File: config.mk
export PLATFORM = sky130hd
export DESIGN_NAME = b_responder
export DESIGN_NICKNAME = d
export VERILOG_FILES = /design/src/rtl/b_responder.sv
export SDC_FILE = /design/constraint.sdc
export NUM_CORES = 1
export LEC_CHECK = 0
export CORE_MARGIN = 4
export CORE_UTILIZATION = 60
export DETAILED_ROUTE_END_ITERATION = 8
export GPL_TIMING_DRIVEN = 1
export HOLD_SLACK_MARGIN = 0.08
export MAX_ROUTING_LAYER = met4
export PLACE_DENSITY_LB_ADDON = 0.12
export REMOVE_ABC_BUFFERS = 1
export SLEW_MARGIN = 10
export SYNTH_ARGS = -nofsm -noshare
export SYNTH_HDL_FRONTEND = slang
export SYNTH_SLANG_ARGS = --single-unit
File: constraint.sdc
create_clock -name clk_i -period 6.8 [get_ports clk_i]
set_input_delay 1.7 -clock clk_i [delete_from_list [all_inputs] [get_ports clk_i]]
set_output_delay 1.7 -clock clk_i [all_outputs]
set_load 0.01 [all_outputs]
File: src/rtl/b_responder.sv
`default_nettype none
// ============================================================================
// Module   : b_responder
// Purpose  : Subordinate-side AXI-style B channel generator. Pairs accepted
//            AW IDs with completed W bursts in order and issues one response
//            per burst.
// Revision : 1.0
// ============================================================================
module b_responder #(
  parameter int ID_WIDTH  = 4,
  parameter int DEPTH     = 4,
  parameter int CNT_WIDTH = $clog2(DEPTH) + 1
) (
  input  logic                 clk_i,
  input  logic                 rst_ni,
  input  logic                 aw_valid_i,
  input  logic [ID_WIDTH-1:0]  aw_id_i,
  output logic                 aw_ready_o,
  input  logic                 w_valid_i,
  input  logic                 w_last_i,
  input  logic                 w_err_i,
  output logic                 w_ready_o,
  output logic                 b_valid_o,
  output logic [ID_WIDTH-1:0]  b_id_o,
  output logic [1:0]           b_resp_o,
  input  logic                 b_ready_i,
  output logic [CNT_WIDTH-1:0] outstanding_o
);

  localparam int PTR_WIDTH = $clog2(DEPTH);
  localparam logic [CNT_WIDTH-1:0] C_DEPTH    = CNT_WIDTH'(DEPTH);
  localparam logic [CNT_WIDTH-1:0] C_CNT_ONE  = CNT_WIDTH'(1);
  localparam logic [PTR_WIDTH-1:0] C_PTR_ONE  = PTR_WIDTH'(1);
  localparam logic [1:0]           C_OKAY     = 2'b00;
  localparam logic [1:0]           C_SLVERR   = 2'b10;

  typedef enum logic [0:0] {
    IDLE = 1'b0,
    RESP = 1'b1
  } state_e;

  state_e r_state;
  state_e w_state_nxt;

  logic [ID_WIDTH-1:0]  r_aw_mem [DEPTH];
  logic [PTR_WIDTH-1:0] r_aw_wptr, r_aw_rptr;
  logic [CNT_WIDTH-1:0] r_aw_cnt;

  logic                 r_wc_mem [DEPTH];
  logic [PTR_WIDTH-1:0] r_wc_wptr, r_wc_rptr;
  logic [CNT_WIDTH-1:0] r_wc_cnt;

  logic                 r_err_acc;
  logic [ID_WIDTH-1:0]  r_b_id;
  logic [1:0]           r_b_resp;
  logic [CNT_WIDTH-1:0] r_outstanding;

  logic w_aw_push, w_beat_acc, w_wc_push, w_b_hs, w_pair_avail, w_pop;

  // Ready comes only from registered counts; a same-cycle pop does not free a slot.
  assign aw_ready_o   = (r_aw_cnt != C_DEPTH);
  assign w_ready_o    = (r_wc_cnt != C_DEPTH);
  assign w_aw_push    = aw_valid_i & aw_ready_o;
  assign w_beat_acc   = w_valid_i & w_ready_o;
  assign w_wc_push    = w_beat_acc & w_last_i;
  assign w_b_hs       = (r_state == RESP) & b_ready_i;
  assign w_pair_avail = (r_aw_cnt != '0) & (r_wc_cnt != '0);

  assign b_valid_o     = (r_state == RESP);
  assign b_id_o        = r_b_id;
  assign b_resp_o      = r_b_resp;
  assign outstanding_o = r_outstanding;

  always_comb begin
    w_state_nxt = r_state;
    w_pop       = 1'b0;
    case (r_state)
      IDLE: begin
        if (w_pair_avail) begin
          w_pop       = 1'b1;
          w_state_nxt = RESP;
        end
      end
      RESP: begin
        if (b_ready_i) begin
          if (w_pair_avail) begin
            w_pop = 1'b1;
          end else begin
            w_state_nxt = IDLE;
          end
        end
      end
      default: w_state_nxt = IDLE;
    endcase
  end

  // Storage arrays need no reset: pointers and counts gate every read.
  always_ff @(posedge clk_i) begin
    if (w_aw_push) r_aw_mem[r_aw_wptr] <= aw_id_i;
    if (w_wc_push) r_wc_mem[r_wc_wptr] <= r_err_acc | w_err_i;
  end

  always_ff @(posedge clk_i) begin
    if (!rst_ni) begin
      r_state       <= IDLE;
      r_aw_wptr     <= '0;
      r_aw_rptr     <= '0;
      r_aw_cnt      <= '0;
      r_wc_wptr     <= '0;
      r_wc_rptr     <= '0;
      r_wc_cnt      <= '0;
      r_err_acc     <= 1'b0;
      r_b_id        <= '0;
      r_b_resp      <= C_OKAY;
      r_outstanding <= '0;
    end else begin
      r_state <= w_state_nxt;

      if (w_aw_push) r_aw_wptr <= r_aw_wptr + C_PTR_ONE;
      if (w_pop)     r_aw_rptr <= r_aw_rptr + C_PTR_ONE;
      case ({w_aw_push, w_pop})
        2'b10:   r_aw_cnt <= r_aw_cnt + C_CNT_ONE;
        2'b01:   r_aw_cnt <= r_aw_cnt - C_CNT_ONE;
        default: r_aw_cnt <= r_aw_cnt;
      endcase

      if (w_wc_push) r_wc_wptr <= r_wc_wptr + C_PTR_ONE;
      if (w_pop)     r_wc_rptr <= r_wc_rptr + C_PTR_ONE;
      case ({w_wc_push, w_pop})
        2'b10:   r_wc_cnt <= r_wc_cnt + C_CNT_ONE;
        2'b01:   r_wc_cnt <= r_wc_cnt - C_CNT_ONE;
        default: r_wc_cnt <= r_wc_cnt;
      endcase

      if (w_beat_acc) begin
        r_err_acc <= w_last_i ? 1'b0 : (r_err_acc | w_err_i);
      end

      if (w_pop) begin
        r_b_id   <= r_aw_mem[r_aw_rptr];
        r_b_resp <= r_wc_mem[r_wc_rptr] ? C_SLVERR : C_OKAY;
      end

      case ({w_aw_push, w_b_hs})
        2'b10:   r_outstanding <= r_outstanding + C_CNT_ONE;
        2'b01:   r_outstanding <= r_outstanding - C_CNT_ONE;
        default: r_outstanding <= r_outstanding;
      endcase
    end
  end

endmodule
`default_nettype wire

==> summary.txt <==
Data required, critical path: 7090 ps
MaxCap Viol Count: 0
diodes inserted: 0
Crit. End Element: register
crit path max fanout: 7
Post-Syn Instances: 181
Syn Area/Cell: 11.7 um2
DRT iter0 DRCs: 84
Arr. time, crit path: 4180 ps
setup TNS: 0 ps
most frequent cells in the layout: dfxtp_1, clkdlybuf4s50_1, edfxtp_1, a21oi_1
Critical Path Max Stage Delay: 500 ps
Seq/Total Area, Yosys: 52.7%
I/O pin count: 23
Tmin final: 3900 ps
Die H: 67.5 um
CP Launch Type: input pin
Routed wire per std cell: 14.9 um
initial antenna violation count: 0
Layout Skew: 12.4 ps
DRC violations left: 0
global-route wire length before repair: 6.24 mm
prevailing post-synth register cell: dfxtp_1
Layout Cells excl Fill: 246
Post-CTS Repair Setup Buffers: 0
Max rail drop VDD: 0.000182 V
Tot GR Track Use: 19.4%
Synth async-reset ratio: 0%
pin count of the biggest net entering global routing: 19
Post-DP HPWL: 2.74 mm
Max Freq: 0.257 GHz
vias in the first global route: 1333
Clk Latency, worst-skew pair: 360 ps
placer congestion estimate: 0.728
Initial Util: 62.7%
layout cells sized above 1: 11.5%
Placed Cells: 238
yosys warns: 0
crit share post-route: 57.3%
Avg Vias per Cell: 5.54
count of final setup violators: 0
total grt overflow: 0
CTS Buffer Depth: 2
pre-CTS setup slack: 2530 ps
Slew HR: 53.0%
Core Area: 3390 um2
Site Rows: 21
power per cell area: 328 nW/um2
RSZ-0062 raised after global routing: false
Setup CP Type: input pin to register
Num CTS Buffers: 5
PortBufs: 21
final antenna-violating net count: 0
Post-Syn Area: 2130 um2
vias post-DR: 1362
post-synth cell types: 38
run status: completed
Fill cells: 244
Die W: 67.5 um
CTS tree: yes
final worst-path setup slack: 2900 ps
fin nets: 224
area growth from synthesis to layout: 12.7%
hold_buf cts: 0
worst-margin pin slew: 699 ps
crit-path cells: clkdlybuf4s50_1 -> nor2b_1 -> nor3_2 -> ha_1 -> inv_1 -> fa_1 -> xor2_1 -> or3_2 -> a21oi_1
Finished Core Util: 70.7%
post-cts gate resize count: 0
min-delay worst type: register to register
clk root buf: clkbuf_4
Detailed Route WL: 3.65 mm
die area: 4560 um2
Yosys reg bits: 46
Post-synth EDFFs: 20
Fin. Hold Viols: 0
commonest non-fill, non-tap cell in the layout: dfxtp_1
TritonCTS Sinks: 46
1st-pass router iterations: 4
Leakage: 0.875 nW
max-slew violation count: 0
critical path's slowest cell: clkdlybuf4s50_1
Clock transition at path regs: 140 ps
htree depth: 2
-- sequential cells by signal, summed over array words and instances, names as in the netlist, named ones only --
signal         cells
r_wc_wptr          2
r_aw_mem          16
r_aw_cnt           3
b_id_o             4
r_wc_cnt           3
r_aw_rptr          2
b_valid_o          1
r_wc_rptr          2
r_err_acc          1
b_resp_o           1
outstanding_o      3
r_wc_mem           4
r_aw_wptr          2
-- routing by layer --
metal	part of all wire, %	vias to the layer above	GRT usage (%)	wire (um)
met5	0	-	-	0
met4	1.2	0	7.34	45
met3	4.2	5	5.66	154
met2	51	28	31.7	1850
met1	44	658	22.6	1600
li1	-	671	-	-
-- path summary, 6_finish.rpt --
| kind | slack (ps) | start | to | cells after the start |
|---|---|---|---|---|
| min | 500 | b_id_o[1]$_SDFFE_PN0P_ | b_id_o[1]$_SDFFE_PN0P_ | 2 |
| max | 2900 | b_ready_i | r_wc_cnt[2]$_SDFFE_PN0P_ | 9 |
| max reg2reg | 4210 | r_wc_cnt[0]$_SDFFE_PN0P_ | r_wc_cnt[2]$_SDFFE_PN0P_ | 8 |
| min reg2reg | 500 | b_id_o[1]$_SDFFE_PN0P_ | b_id_o[1]$_SDFFE_PN0P_ | 2 |
-- layout make-up --
type / instances / area, um2 / area share, %
multi-input combinational: 113 / 907 / 37.9
clock buffer: 5 / 37.5 / 1.57
tap: 46 / 57.6 / 2.40
clock inverter: 3 / 16.3 / 0.679
sequential: 46 / 1120 / 46.8
inverter: 12 / 45.0 / 1.88
timing repair buffer: 21 / 210 / 8.78
-- per-stage QoR --
step           hold slack [ps]  instance area [um2]  total power, W
2_1_floorplan              449                 2070        0.000575
3_3_place_gp               465                 2340        0.000652
3_5_place_dp               480                 2340        0.000668
4_1_cts                    499                 2390        0.000791
5_1_grt                    518                 2390        0.000845
6_report                   498                 2390        0.000785
-- Yosys cell counts, types with 2 or more instances --
cell	n	area, um2
edfxtp_1	20	601
nand2b_1	5	31.3
clkbuf_1	4	15.0
nand4_1	7	43.8
o21ai_0	3	15.0
or3_1	3	18.8
or3_2	2	15.0
nor2_1	9	33.8
ha_1	11	138
a21oi_1	13	65.1
and2_2	4	30.0
nor3_2	2	20.0
fa_1	3	60.1
xor2_1	5	43.8
buf_2	3	15.0
inv_1	11	41.3
dfxtp_1	26	521
o31ai_1	5	37.5
nand3_1	2	10.0
nand2_1	9	33.8
and3_1	4	25.0
a21o_1	2	15.0
mux4_2	5	113
mux2i_1	8	80.1
nor3_1	2	10.0
-- power by group --
| part | total [W] | leakage (nW) | switching [W] | internal [W] |
|---|---|---|---|---|
| clock network | 0.000123 | 0.0286 | 0.0000848 | 0.0000385 |
| registers | 0.000381 | 0.395 | 0.0000432 | 0.000338 |
| logic | 0.000281 | 0.452 | 0.000148 | 0.000133 |
| total | 0.000785 | 0.875 | 0.000276 | 0.000509 |
-- critical path: cells and delay by family --
| kind | cells | cell delay [ps] |
|---|---|---|
| buffers and inverters | 2 | 570 |
| AOI/OAI and AO/OA | 1 | 160 |
| adders and majority gates | 2 | 660 |
| xor gates and xnor gates | 1 | 160 |
| and+or+nand+nor | 3 | 940 |
-- kinds of logic (layout without fill, tap and decap cells) --
group	count (synthesis)	in the layout	synth area share (%)
other	1	1	0.176
muxes	13	13	9.06
and+or+nand+nor	55	55	15.1
adders and majority gates	14	14	9.30
AOI/OAI and AO/OA	24	24	6.53
xor gates and xnor gates	6	6	2.47
buffers and inverters	22	41	4.59
DFF	46	46	52.7
No activity file was read; power rests on OpenSTA's default activity.
